===== src/rtl/mrs_pkg.sv =====
// Shared types and constants for the LDM/STM register-list sequencer.
package mrs_pkg;
  localparam int MRS_LIST_W  = 16;
  localparam int MRS_OUT_W   = 32;
  localparam int MRS_OUT_LSB = 16;
  localparam int MRS_CNT_W   = 5;

  typedef enum logic {MRS_IDLE, MRS_ACTIVE} mrs_state_e;

  function automatic logic [MRS_CNT_W-1:0] popcount16(input logic [15:0] v);
    logic [MRS_CNT_W-1:0] c;
    c = '0;
    for (int i = 0; i < 16; i++) c = c + {{(MRS_CNT_W-1){1'b0}}, v[i]};
    return c;
  endfunction
endpackage


===== src/rtl/mrs_pick.sv =====
// One-hot isolator: lowest (desc=0) or highest (desc=1) set bit of mask.
module mrs_pick import mrs_pkg::*; #(
  parameter int LIST_W = MRS_LIST_W
) (
  input  logic [LIST_W-1:0] mask,
  input  logic              desc,
  output logic [LIST_W-1:0] oneHot
);
  logic [LIST_W-1:0] rev, revPick, lowPick, highPick;

  // Highest-bit pick is the lowest-bit trick applied to the bit-reversed mask.
  for (genvar i = 0; i < LIST_W; i++) begin : gRev
    assign rev[i]      = mask[LIST_W-1-i];
    assign highPick[i] = revPick[LIST_W-1-i];
  end

  assign lowPick = mask & (-mask);
  assign revPick = rev & (-rev);
  assign oneHot  = desc ? highPick : lowPick;
endmodule


===== src/rtl/multi_reg_sequencer.sv =====
// Steps through an LDM/STM register list, one one-hot register per Next.
// Optional R15 detect on PcSel when MRS_PC_DETECT_EN is defined.
module multi_reg_sequencer import mrs_pkg::*; #(
  parameter int LIST_W  = MRS_LIST_W,
  parameter int OUT_W   = MRS_OUT_W,
  parameter int OUT_LSB = MRS_OUT_LSB
) (
  input  logic                 Clk,
  input  logic                 Reset_n,
  input  logic                 Load,
  input  logic [LIST_W-1:0]    RegList,
  input  logic                 Desc,
  input  logic                 Next,
  output logic [OUT_W-1:0]     OneHot,
  output logic                 Busy,
  output logic                 Last,
  output logic                 Done,
  output logic                 Empty,
  output logic [MRS_CNT_W-1:0] Count,
  output logic                 PcSel
);
  mrs_state_e        state;
  logic [LIST_W-1:0] mask, pick;
  logic              descQ;

  mrs_pick #(.LIST_W(LIST_W)) uPick (.mask(mask), .desc(descQ), .oneHot(pick));

  always_ff @(posedge Clk or negedge Reset_n) begin
    if (!Reset_n) begin
      state <= MRS_IDLE;
      mask  <= '0;
      descQ <= 1'b0;
      Count <= '0;
      Empty <= 1'b0;
      Done  <= 1'b0;
    end else begin
      Done <= 1'b0;
      // Load wins over Next in any state; an aborted sequence never pulses Done.
      if (Load) begin
        descQ <= Desc;
        Count <= popcount16(RegList);
        mask  <= RegList;
        if (RegList == '0) begin
          Empty <= 1'b1;
          Done  <= 1'b1;
          state <= MRS_IDLE;
        end else begin
          Empty <= 1'b0;
          state <= MRS_ACTIVE;
        end
      end else if (state == MRS_ACTIVE && Next) begin
        mask <= mask & ~pick;
        if (mask == pick) begin
          state <= MRS_IDLE;
          Done  <= 1'b1;
        end
      end
    end
  end

  assign Busy = (state == MRS_ACTIVE);
  assign Last = Busy & (popcount16(mask) == MRS_CNT_W'(1));

  always_comb begin
    OneHot = '0;
    OneHot[OUT_LSB +: LIST_W] = Busy ? pick : '0;
  end

`ifdef MRS_PC_DETECT_EN
  assign PcSel = Busy & pick[LIST_W-1];
`else
  assign PcSel = 1'b0;
`endif
endmodule


===== config.mk =====
export PLATFORM = sky130hd
export DESIGN_NAME = multi_reg_sequencer
export DESIGN_NICKNAME = d
export VERILOG_FILES = /design/src/rtl/mrs_pkg.sv /design/src/rtl/mrs_pick.sv /design/src/rtl/multi_reg_sequencer.sv
export SDC_FILE = /design/constraint.sdc
export NUM_CORES = 1
export LEC_CHECK = 0
export BUFFER_PORTS_ARGS = -buffer_cell sky130_fd_sc_hd__buf_2
export CORE_MARGIN = 10
export CORE_UTILIZATION = 50
export DETAILED_ROUTE_END_ITERATION = 8
export PLACE_DENSITY_LB_ADDON = 0.05
export REMOVE_ABC_BUFFERS = 1
export SLEW_MARGIN = 0
export SYNTH_ARGS = -nofsm -noshare
export SYNTH_HDL_FRONTEND = slang
export SYNTH_SLANG_ARGS = --single-unit

===== constraint.sdc =====
create_clock -name Clk -period 5 [get_ports Clk]
set_input_delay 0.25 -clock Clk [delete_from_list [all_inputs] [get_ports Clk]]
set_output_delay 0.25 -clock Clk [all_outputs]
set_load 0.005 [all_outputs]

==> flow_summary.ini <==
[placement]
placed_cell_area_sq_um = 2967
dp_hpwl_microns = 5998
dpl.cell_count = 419
io_buffers = 45
routabilityCongestion = 0.8992

[floorplan]
die_w_microns = 94.52
die_y_microns = 94.52
start_util_pct = 51.05
core_area_sq_um = 5439
fp-row-count = 27
num_io_pins = 63
die_area_sq_um = 8933

[timing]
clock_skew_ns = 0.01461
finalCriticalPeriod_ns = 4.501
fin_crit_sh_pct = 90.02
setup-violations-final = 0
final_max_slew_viol_count = 0
fin_setup_tns_ns = 0
slew-limit-headroom_pct = 31.08
finalHoldViolCount = 21
max_slew.worst_pin.slew_ns = 1.031
rsz0062_at_grt = no
hold_ws_ns = -0.02640
fmax_ghz = 0.2222

[routing]
dr.pass1.iters = 4
ant_nets = 0
dr.first_iter.drc_count = 170
drt_drc_violations_left = 0
vias = 2265
via_per_inst = 5.355
wl_per_cell_microns = 17.47
wl_microns = 7391

[finish]
final_cell_mix = inv_1, buf_2, nand2_1, ha_1, dfrtp_1
design_area_sq_um = 3012
nNetsFinal = 422
drive_above_1_share_pct = 17.09
final_cell_count_no_fill = 423
final_common_cell = inv_1
syn2layout_area_growth_pct = 8.472
antenna_cells = 0

[synth]
syn_area_per_cell_sq_um = 8.814
ys_seq_elements = 25
synthXorXnorAreaFrac_pct = 0.6309
synthArstFlopShare_pct = 100.0
synth_edf_count = 0
synthFlopType = dfrtp_1
synthAdderAreaFrac_pct = 27.49
synthDistinctLibCells = 48
synth_simple_gate_area_share_pct = 20.10
synth_compound_gate_area_share_pct = 8.833
yosysWarnings = 0
synthMuxAreaShare_pct = 6.985
netlist_instances = 315
synth_top_family_by_area = adder cells
ys_seq_area_share_pct = 22.53
syn_area_sq_um = 2776

[clocking]
root_buffer = clkbuf_8
path_clk_slew_ns = 0.11
cts_tree = built
cts_sinks = 25
htree_levels = 1
cts_hold_buffers = 0
cts_resized = 0
cts_buffers = 3
cts_buffer_depth = 2
post_cts_buffers = 0
worstSkewPairLatency_ns = 0.28

[worst_setup_path]
cp_data_arrival_time_ns = 4.25
required_ns = 4.75
critPathSlowestCell = dfrtp_1
critPathBufInv = 5
cp-end-kind = output pin
cp_common_cell = fa_1
r2r_slack_ns = 2.18
crit_fanout = 9
start_kind = flop
crit_family = adder cells
criticalPathCategory = flop to output pin
critPathMaxStageDelay_ns = 0.54
path_cells = inv_1 -> fa_1 -> inv_1 -> fa_1 -> fa_1 -> inv_1 -> fa_1 -> inv_1 -> ha_1 -> fa_1 -> nor4b_1 -> and3_1 -> buf_2

[status]
violations = negative hold slack
status = finished with violations

[run]
cap_violations = 0

[pwr]
power_density_nw_per_um2 = 329.0
max-vdd-ir-drop_mv = 0.2274
cellLeakagePower_nw = 1.610
power.total_w = 0.0009907

[global_routing]
grt_pass1_wl_microns = 12080
grt_pass1_vias = 2382
overflow = 0
grt_max_degree = 45
grt_use_total_pct = 17.11
grt_antenna_before_repair = 0

[worst_hold_path]
min_path_type = input port to async pin
registers in the layout, summed over array words and instances, names as in the netlist:
name,flops
Busy,1
descQ,1
Count,5
Done,1
mask,16
Empty,1
metrics by stage:
stage | setup WS (ns) | util (%)
CTS | 0.4895 | 55.37
detailed placement | 0.8180 | 54.54
finish | 0.4991 | 55.37
global route | 0.2993 | 55.37
global placement | 0.8586 | 54.54
floorplan | 1.125 | -
power breakdown:
group,total (W),internal (W),switching [W]
Sequential,0.000285,0.000235,0.0000499
Combinational,0.000574,0.000272,0.000302
Clock,0.000132,0.0000573,0.0000746
Total,0.000991,0.000564,0.000427
cell families (layout without fill, tap and decap cells):
family                     after synthesis  in the layout
and+or+nand+nor                        103            103
buffers and inverters                   78             98
xor gates and xnor gates                 2              2
adders and majority gates               49             49
other                                    1             17
AOI/OAI and AO/OA                       38             38
DFF                                     25             25
muxes                                   19             19
per-layer routing:
metal	vias to the layer above	wire, microns	track usage (%)
met1	1099	3393	23.38
met2	66	3453	27.69
met3	4	507	3.569
li1	1096	-	-
met4	0	36	2.743
met5	-	0	0
final timing paths:
| check | cells after the start | from | end |
|---|---|---|---|
| setup / recovery | 13 | mask[7] | Last |
| hold / removal | 1 | Reset_n | descQ |
| setup reg to reg | 11 | mask[0] | Busy |
| hold reg to reg | 1 | Count[0] | Count[0] |
| max in group asynchronous | 1 | Reset_n | Count[2] |
| min in group Clk | 3 | Desc | descQ |
synthesized netlist by cell type, types with 5 or more instances:
master | number | area share [%]
nand3_1 | 6 | 1.1
fa_1 | 20 | 14
nand4_1 | 5 | 1.1
inv_1 | 49 | 6.6
buf_4 | 18 | 4.9
o21ai_0 | 18 | 3.2
nor2_1 | 7 | 0.95
nand2_1 | 44 | 5.9
clkbuf_1 | 9 | 1.2
nor4_1 | 6 | 1.4
nor3_1 | 5 | 0.90
mux2i_1 | 16 | 5.8
dfrtp_1 | 25 | 23
and3_1 | 14 | 3.2
ha_1 | 29 | 13
layout make-up:
class	count	area [sq um]
timing repair buffer	45	225.2
multi-input combinational	228	1842
clock buffer	4	45.04
fill	535	2427
inverter	49	183.9
sequential	25	625.6
tap	72	90.09
worst register-to-register path: stages, from the launching register on:
cell	delay (ns)
dfrtp_1	0.50
inv_1	0.13
ha_1	0.17
nor4b_2	0.34
nand3_1	0.21
o31ai_1	0.35
nand2_1	0.11
ha_1	0.29
nand4_1	0.17
nor3_1	0.22
nand2_1	0.11
o211a_1	0.13
No activity file was read; power rests on OpenSTA's default activity.
